<file path="src/rtl/rat_intr_pkg.sv">
// Shared types and constants for the RAT interrupt controller.
// The cause-readback option is selected by RAT_INTR_CAUSE_RD_EN in rat_intr_ctrl.
package rat_intr_pkg;

    localparam int         MAX_SRC       = 8;
    localparam logic [7:0] DEF_MASK_PORT = 8'h30;

    typedef enum logic [1:0] {
        ST_IDLE    = 2'd0,
        ST_ASSERT  = 2'd1,
        ST_SERVICE = 2'd2
    } intr_state_t;

    // Index 0 is the highest priority, so the lowest set bit wins.
    function automatic logic [2:0] lowest_set(input logic [MAX_SRC-1:0] v);
        lowest_set = 3'd0;
        for (int i = MAX_SRC - 1; i >= 0; i--) begin
            if (v[i]) lowest_set = 3'(i);
        end
    endfunction

endpackage

</file>
<file path="src/rtl/rat_intr_ctrl_if.sv">
// Bundle of IRQ lines, control-unit handshake and IO bus seen by the interrupt controller.
interface rat_intr_ctrl_if #(
    parameter int N_SRC = 4
);
    logic [N_SRC-1:0] IRQ_IN;
    logic             I_SET;
    logic             I_CLR;
    logic             INT_ACK;
    logic [7:0]       PORT_ID;
    logic [7:0]       OUT_PORT;
    logic             IO_STRB;
    logic             INT_CU;
    logic [2:0]       INT_SRC;
    logic             I_EN;
    logic [7:0]       IN_PORT_INT;

    modport master (
        output IRQ_IN, I_SET, I_CLR, INT_ACK, PORT_ID, OUT_PORT, IO_STRB,
        input  INT_CU, INT_SRC, I_EN, IN_PORT_INT
    );

    modport slave (
        input  IRQ_IN, I_SET, I_CLR, INT_ACK, PORT_ID, OUT_PORT, IO_STRB,
        output INT_CU, INT_SRC, I_EN, IN_PORT_INT
    );
endinterface

</file>
<file path="src/rtl/intr_sync.sv">
// One IRQ line: multi-flop synchroniser followed by a rising-edge detector.
module intr_sync #(
    parameter int SYNC_STAGES = 2
) (
    input  logic CLK,
    input  logic RESET_N,
    input  logic i_irq,
    output logic o_edge
);
    logic [SYNC_STAGES-1:0] r_sync;
    logic                   r_prev;

    always_ff @(posedge CLK) begin
        if (!RESET_N) begin
            r_sync <= '0;
            r_prev <= 1'b0;
        end else begin
            r_sync <= {r_sync[SYNC_STAGES-2:0], i_irq};
            r_prev <= r_sync[SYNC_STAGES-1];
        end
    end

    assign o_edge = r_sync[SYNC_STAGES-1] & ~r_prev;

endmodule

</file>
<file path="src/rtl/rat_intr_ctrl.sv">
// Fixed-priority interrupt controller driving INT_CU to the RAT control unit.
// Define RAT_INTR_CAUSE_RD_EN to expose the pending vector at IO address MASK_PORT+1.
module rat_intr_ctrl
    import rat_intr_pkg::*;
#(
    parameter int         N_SRC       = 4,
    parameter int         SYNC_STAGES = 2,
    parameter logic [7:0] MASK_PORT   = DEF_MASK_PORT
) (
    input logic           CLK,
    input logic           RESET_N,
    rat_intr_ctrl_if.slave bus
);
    intr_state_t          r_state, w_state_nxt;
    logic [2:0]           r_src, w_src_nxt;
    logic                 r_ien, w_ien_nxt;
    logic [N_SRC-1:0]     r_pend, w_pend_nxt;
    logic [N_SRC-1:0]     r_mask, w_mask_nxt;
    logic [N_SRC-1:0]     w_edge;
    logic [N_SRC-1:0]     w_src_onehot;
    logic [N_SRC-1:0]     w_req;
    logic [MAX_SRC-1:0]   w_req_ext;
    logic                 w_mask_wr;
    logic                 w_unused;

    for (genvar g = 0; g < N_SRC; g++) begin : g_sync
        intr_sync #(
            .SYNC_STAGES(SYNC_STAGES)
        ) u_sync (
            .CLK    (CLK),
            .RESET_N(RESET_N),
            .i_irq  (bus.IRQ_IN[g]),
            .o_edge (w_edge[g])
        );
    end

    always_comb begin
        w_mask_wr  = bus.IO_STRB && (bus.PORT_ID == MASK_PORT);
        w_mask_nxt = w_mask_wr ? bus.OUT_PORT[N_SRC-1:0] : r_mask;

        w_ien_nxt = r_ien;
        if (bus.I_CLR || bus.INT_ACK) w_ien_nxt = 1'b0;
        else if (bus.I_SET)           w_ien_nxt = 1'b1;

        for (int i = 0; i < N_SRC; i++) begin
            w_src_onehot[i] = (r_src == 3'(i));
        end

        // A new edge on the source being acknowledged must not be lost.
        w_pend_nxt = (r_pend & ~(bus.INT_ACK ? w_src_onehot : '0)) | w_edge;

        w_req                = r_pend & r_mask;
        w_req_ext            = '0;
        w_req_ext[N_SRC-1:0] = w_req;
    end

    always_comb begin
        w_state_nxt = r_state;
        w_src_nxt   = r_src;
        case (r_state)
            ST_IDLE: begin
                if (r_ien && (|w_req)) begin
                    w_state_nxt = ST_ASSERT;
                    w_src_nxt   = lowest_set(w_req_ext);
                end
            end
            ST_ASSERT: begin
                // Withdraw the request as soon as the CU disables or the winner is masked.
                if (bus.INT_ACK)                                 w_state_nxt = ST_SERVICE;
                else if (!w_ien_nxt || !(|(w_mask_nxt & w_src_onehot))) w_state_nxt = ST_IDLE;
            end
            ST_SERVICE: begin
                if (bus.I_SET) w_state_nxt = ST_IDLE;
            end
            default: w_state_nxt = ST_IDLE;
        endcase
    end

    always_ff @(posedge CLK) begin
        if (!RESET_N) begin
            r_state <= ST_IDLE;
            r_src   <= 3'd0;
            r_ien   <= 1'b0;
            r_pend  <= '0;
            r_mask  <= '1;
        end else begin
            r_state <= w_state_nxt;
            r_src   <= w_src_nxt;
            r_ien   <= w_ien_nxt;
            r_pend  <= w_pend_nxt;
            r_mask  <= w_mask_nxt;
        end
    end

    assign bus.INT_CU  = (r_state == ST_ASSERT);
    assign bus.INT_SRC = r_src;
    assign bus.I_EN    = r_ien;

`ifdef RAT_INTR_CAUSE_RD_EN
    localparam logic [7:0] CAUSE_PORT = MASK_PORT + 8'd1;
    logic [7:0] w_cause;

    always_comb begin
        w_cause              = '0;
        w_cause[N_SRC-1:0]   = r_pend;
    end

    assign bus.IN_PORT_INT = (bus.PORT_ID == CAUSE_PORT) ? w_cause : 8'h00;
`else
    assign bus.IN_PORT_INT = 8'h00;
`endif

    // Upper OUT_PORT bits are intentionally ignored when N_SRC < 8.
    assign w_unused = ^bus.OUT_PORT;

endmodule

</file>
<file path="src/flat_wrapper.sv">
// flat-port wrapper written by rule: the top's interface ports become plain ports
module rat_intr_ctrl_flat import rat_intr_pkg::*;
#(
    parameter int         N_SRC       = 4,
    parameter int         SYNC_STAGES = 2,
    parameter logic [7:0] MASK_PORT   = DEF_MASK_PORT
)
  (CLK, RESET_N, bus_IRQ_IN, bus_I_SET, bus_I_CLR, bus_INT_ACK, bus_PORT_ID, bus_OUT_PORT, bus_IO_STRB, bus_INT_CU, bus_INT_SRC, bus_I_EN, bus_IN_PORT_INT);
  rat_intr_ctrl_if #(.N_SRC(N_SRC)) bus_i ();
  input logic CLK;
  input logic RESET_N;
  input wire logic [$bits(bus_i.IRQ_IN)-1:0] bus_IRQ_IN;
  input wire logic [$bits(bus_i.I_SET)-1:0] bus_I_SET;
  input wire logic [$bits(bus_i.I_CLR)-1:0] bus_I_CLR;
  input wire logic [$bits(bus_i.INT_ACK)-1:0] bus_INT_ACK;
  input wire logic [$bits(bus_i.PORT_ID)-1:0] bus_PORT_ID;
  input wire logic [$bits(bus_i.OUT_PORT)-1:0] bus_OUT_PORT;
  input wire logic [$bits(bus_i.IO_STRB)-1:0] bus_IO_STRB;
  output wire logic [$bits(bus_i.INT_CU)-1:0] bus_INT_CU;
  output wire logic [$bits(bus_i.INT_SRC)-1:0] bus_INT_SRC;
  output wire logic [$bits(bus_i.I_EN)-1:0] bus_I_EN;
  output wire logic [$bits(bus_i.IN_PORT_INT)-1:0] bus_IN_PORT_INT;
  assign bus_i.IRQ_IN = bus_IRQ_IN;
  assign bus_i.I_SET = bus_I_SET;
  assign bus_i.I_CLR = bus_I_CLR;
  assign bus_i.INT_ACK = bus_INT_ACK;
  assign bus_i.PORT_ID = bus_PORT_ID;
  assign bus_i.OUT_PORT = bus_OUT_PORT;
  assign bus_i.IO_STRB = bus_IO_STRB;
  assign bus_INT_CU = bus_i.INT_CU;
  assign bus_INT_SRC = bus_i.INT_SRC;
  assign bus_I_EN = bus_i.I_EN;
  assign bus_IN_PORT_INT = bus_i.IN_PORT_INT;
  rat_intr_ctrl #(.N_SRC(N_SRC), .SYNC_STAGES(SYNC_STAGES), .MASK_PORT(MASK_PORT)) u_core (.CLK(CLK), .RESET_N(RESET_N), .bus(bus_i));
endmodule
</file>
<file path="config.mk">
export PLATFORM = sky130hd
export DESIGN_NAME = rat_intr_ctrl_flat
export DESIGN_NICKNAME = d
export VERILOG_FILES = /design/src/rtl/rat_intr_pkg.sv /design/src/rtl/rat_intr_ctrl_if.sv /design/src/rtl/intr_sync.sv /design/src/rtl/rat_intr_ctrl.sv /design/src/flat_wrapper.sv
export SDC_FILE = /design/constraint.sdc
export NUM_CORES = 1
export LEC_CHECK = 0
export CORE_AREA = 2 2 53 55
export DETAILED_ROUTE_END_ITERATION = 10
export DIE_AREA = 0 0 55 57
export GPL_TIMING_DRIVEN = 1
export PLACE_DENSITY = 0.74
export SYNTH_ARGS = -nofsm -noshare
export SYNTH_HDL_FRONTEND = slang
export SYNTH_SLANG_ARGS = --single-unit
</file>
<file path="constraint.sdc">
create_clock -name CLK -period 2 [get_ports CLK]
set_input_delay 0.6 -clock CLK [delete_from_list [all_inputs] [get_ports CLK]]
set_output_delay 0.6 -clock CLK [all_outputs]
set_load 0.02 [all_outputs]
</file>
== Word level (Yosys, flattened, before mapping) ==
Index checks and enable logic that the tools add are counted.
Operators by class
  mux-type cells: 13
  bitwise logic cells: 13
  reductions and logical operators: 12
  equality and inequality tests: 9
Operator list (number)
  2-bit 2-to-1 mux: 8
  4-bit bitwise AND: 3
  8-bit by 6-bit equality test with 1-bit output, second input constant: 1
  4-bit 2-to-1 mux: 2
  4-bit OR reduction: 2
  3-bit by 2-bit equality test with 1-bit output, second input constant: 2
  2-bit case mux with 3 select lines: 1
  1-bit bitwise AND: 4
  1-bit inverter: 4
  4-bit inverter: 1
  4-bit bitwise OR: 1
  3-bit by 1-bit equality test with 1-bit output, second input constant: 1
  3-bit logical NOT: 1
  3-bit by 2-bit != test with 1-bit output, second input constant: 1
  3-bit AND reduction: 1
  2-bit by 1-bit equality test with 1-bit output, second input constant: 1
  2-bit equality test, second input constant: 1
  1-bit logical AND: 2
  1-bit logical NOT: 2
  2-bit logical NOT: 1
  1-bit logical OR: 2
  1-bit 2-to-1 mux: 2
  2-bit by 1-bit != test with 1-bit output, second input constant: 1
  2-bit != test, second input constant: 1
  2-bit AND reduction: 1
Word-level totals
  input bits: 26
  flip-flop bits (word level): 26

== Logic depth before layout (Yosys ltp) ==
  word-level depth: 10
  depth in mapped cells: 4
  gate-level depth less buffers: 4

== Cells and area by module ==
A second synthesis with hierarchy kept.
Unflattened totals
  cell total of the unflattened synthesis: 97
  area, all modules: 1057.3 um^2
Modules (own cells, without submodules)
  rat_intr_ctrl: times used 1, seq. area each 260.2 um^2, area an instance 686.9 um^2, cells an instance 69
  intr_sync: times used 4, seq. area each 60.1 um^2, area an instance 92.6 um^2, cells an instance 7

== Worst setup path after synthesis ==
OpenSTA, ideal clock, no wires.
  kind: input to register
  start: input bus_PORT_ID[7]
  end: register u_core.r_state[0]
  arrival time: 1621 ps
  buffers on the path: 0
  slack: 261 ps
  cell stages on the path: 4
  cell sequence: and4bb_2 -> nand4b_2 -> mux2_2 -> a32o_1
Between the ends
  word-level cells in the longest chain between the ends: 9
RTL lines
  start, declared: line flat_wrapper.sv:16  | input wire logic [$bits(bus_i.PORT_ID)-1:0] bus_PORT_ID;
  8-bit by 6-bit equality test with 1-bit output: line rat_intr_ctrl.sv:38  | w_mask_wr = bus.IO_STRB && (bus.PORT_ID == MASK_PORT);
  1-bit logical AND: line rat_intr_ctrl.sv:38
  4-bit 2-to-1 mux: line rat_intr_ctrl.sv:39  | w_mask_nxt = w_mask_wr ? bus.OUT_PORT[N_SRC-1:0] : r_mask;
  4-bit bitwise AND: line rat_intr_ctrl.sv:70  | else if (!w_ien_nxt || !(|(w_mask_nxt & w_src_onehot))) w_state_nxt = ST_IDLE;
  4-bit OR reduction: line rat_intr_ctrl.sv:70
  1-bit logical NOT: line rat_intr_ctrl.sv:70
  1-bit logical OR: line rat_intr_ctrl.sv:70
  3-bit by 2-bit != test with 1-bit output (no source line)
  3-bit AND reduction (no source line)
  end signal, assigned: line rat_intr_ctrl.sv:87  | r_state <= w_state_nxt;
  end, declared: line rat_intr_ctrl.sv:14  | intr_state_t r_state, w_state_nxt;
No other way between the ends.
A chain may end at the register's enable or synchronous reset.

== Final worst setup path ==
  start: register u_core.r_ien, in the netlist u_core.bus.I_EN
  end: output bus_I_EN
RTL lines
  start, declared: line rat_intr_ctrl.sv:16  | logic r_ien, w_ien_nxt;
  start signal, assigned: line rat_intr_ctrl.sv:89  | r_ien <= w_ien_nxt;
  end, declared: line flat_wrapper.sv:21  | output wire logic [$bits(bus_i.I_EN)-1:0] bus_I_EN;
No word-level cell between the ends.

==> run metrics <==
max_cap viols 0; area grow syn2layout 28.6%; Die Ht 57 µm; area occupied by multi-input gates 483 µm²; HP Class reg -> reg; Setup Viol. Count Final 0; post-CTS setup buffer count 0; first-pass GRT wire length between 2000 and 3000 µm; mux cell area share after synthesis 10.1%; nets 154; Mean Syn Cell Area between 10 and 15 µm²; Storage cell area 502 µm²; post-synth top area cell dfxtp_1; area fraction of the dominant cell type after synthesis between 40% and 50%; simple-gate portion of the synthesized area 24.1%; DR WL/cell 10.9 µm; hold_buf cts 0; sequential cell area fraction in the yosys report 48.7%; standard-cell rows 19; Reg2Reg Launch Point u_core.bus.INT_SRC[0]; worst path cell trace clkdlybuf4s50_1; Core Util, Final 50.6%; Port Buf Inserts 25; reg2reg setup slack 0.39 ns; Adder-Cell Fraction of Synth Area 0%; Worst Path Max Fanout 3; 1st-iter DRT viols 10; GRT overflow 0; most frequent cells in the layout dfxtp_1, clkdlybuf4s50_1, and2_1; Worst path max stage delay 0.61 ns; cts bufs inserted 3; commonest non-fill, non-tap cell in the layout dfxtp_1; maximum clock insertion buffer count 2; vias in the first global route 726; Synth Register Bits 25; WHS Endpoint u_core.g_sync[2].u_sync.r_sync[1]; main combinational cell family by area after synthesis simple AND/OR/NAND/NOR gates; synthesized instance count 98; Final Non-Filler Cells 158; final total power 0.000830 W; CTS root buffer clkbuf_4; post-synthesis xor/xnor area fraction 0%; synth unique cells 28; share of cells above drive strength 1 9.45%; hold path startpoint u_core.g_sync[2].u_sync.r_sync[0]; Die Width 55 µm; Crit path required time 1.40 ns; Worst EP arrival 1.27 ns; Fin. Hold Viols 0; Peak VDD IR 0.420 mV; routed vias/inst 4.80; CP bufs+invs 1; compound-cell area share of the yosys netlist 9.49%; H-tree Lvls 1; Leakage 0.557 nW; slowest CP cell clkdlybuf4s50_1; YS warnings 0; Fmax 535 MHz; largest net degree at the start of global routing 25; DP HPWL between 1000 and 1500 µm; initial antenna violation count 0; Setup Skew 0.00168 ns; final worst path period need 1.87 ns; Final Slew Violations 0; detailed-route via count 759; DR DRC count 0; Core Area around 2600 µm²; Initial Util 39.3%; Worst Setup Path Type reg -> out; WL final roughly 1700 µm; IO Pins 39; worst slack at placement -0.175 ns; Placed Cells incl. Taps 154; Post-Syn Area 1030 µm²; Hold Path Depth 1; Pwr Density 628 nW/µm²; ant diodes 0; Fillers about 250; TritonCTS clock tree done; Clk Latency, worst-skew pair 0.30 ns; RSZ-0062 raised after global routing false; clock slew at reported path FFs 0.12 ns; RePlAce Congestion 0.794; CP Launch Type flip-flop; gr usage total 12.7%; ranking of synthesized cells by area dfxtp_1, and2_1, buf_4; fin worst setup slack 0.131 ns; DRT Pass-1 Iters 4; fin crit share approximately 93%; crit end category output pin; post-route ant nets 0; CTS Sinks 25; reg2reg end u_core.r_state[0]; die footprint 3140 µm²; cell count of the worst reg-to-reg path 3; CP top delay family buffers and inverters; status completed
## routing by layer
metal	routed length, µm	vias up	GRT usage (%)
li1	-	381	-
met1	685	346	14.2
met2	897	28	21.9
met3	117	4	3.14
met4	14	0	5.57
met5	0	-	0
## how the worst max path moves through the flow
stage                   endpoint  slack [ns]  cells after the start                   from
2_1_floorplan  u_core.r_state[0]        0.26                      4         bus_PORT_ID[7]
3_3_place_gp   u_core.r_state[0]       -0.17                      4        bus_OUT_PORT[1]
3_5_place_dp   u_core.r_state[0]       -0.18                      4        bus_OUT_PORT[0]
4_1_cts           bus_INT_SRC[0]        0.03                      1  u_core.bus.INT_SRC[0]
5_1_grt               bus_INT_CU        0.08                      2      u_core.r_state[0]
6_report                bus_I_EN        0.13                      1        u_core.bus.I_EN
## worst register-to-register path: stages, from the launching register on
cell	delay (ns)
dfxtp_2	0.42
mux4_1	0.57
mux2_2	0.28
a32o_1	0.25
## synthesized netlist by cell type (all sizes together)
master / number
and2: 12
buf: 9
nor2: 1
a31oi: 1
clkbuf: 2
o221a: 1
a21boi: 3
conb: 1
dfxtp: 25
nand3: 2
nor4b: 1
nor2b: 6
nand4b: 1
nand2: 8
a22oi: 1
and4bb: 1
nor3: 1
a32o: 2
o21ai: 2
or3b: 1
mux2: 1
or2b: 1
nor3b: 1
nand3b: 1
nand2b: 3
mux2i: 4
mux4: 2
a21oi: 4
## per-stage QoR
stage / cell area, µm² / setup TNS (ns) / hold WS (ns)
2_1_floorplan: 1060 / 0 / 0.412
3_3_place_gp: 1290 / -0.169 / 0.414
3_5_place_dp: 1290 / -0.175 / 0.421
4_1_cts: 1320 / 0 / 0.453
5_1_grt: 1320 / 0 / 0.468
6_report: 1320 / 0 / 0.447
## state kept, by name, summed over array words and instances, names as in the netlist
signal,flops
u_core.g_sync.u_sync.r_sync,8
u_core.g_sync.u_sync.r_prev,4
u_core.r_mask,4
u_core.r_pend,4
u_core.bus.INT_SRC,2
u_core.r_state,2
u_core.bus.I_EN,1
## report_power, final
| part | internal (W) | switching [W] | total [W] |
|---|---|---|---|
| Combinational | 0.0000582 | 0.0000405 | 0.0000987 |
| Sequential | 0.000513 | 0.00000638 | 0.000519 |
| Clock | 0.0000777 | 0.000134 | 0.000212 |
## layout make-up
type	instances	area share [%]
clock buffer	4	1.99
multi-input combinational	70	36.5
sequential	25	37.9
tap	31	2.93
timing repair buffer	28	20.6
## what timing repair did
| action | 4_1_cts | 5_1_grt |
|---|---|---|
| setup endpoints to repair | 3 | 1 |
| cloned | 0 | 0 |
| endpoints found under the hold margin | 0 | 0 |
| gates resized for setup | 3 | 1 |
## cells by family (layout without fill, tap and decap cells)
| logic type | Yosys count | in the layout |
|---|---|---|
| buffers and inverters | 11 | 32 |
| DFF | 25 | 25 |
| other | 1 | 9 |
| and+or+nand+nor | 40 | 40 |
| AOI/OAI and AO/OA | 14 | 14 |
| muxes | 7 | 7 |
Note: power is estimated with default switching activity, not from simulation.
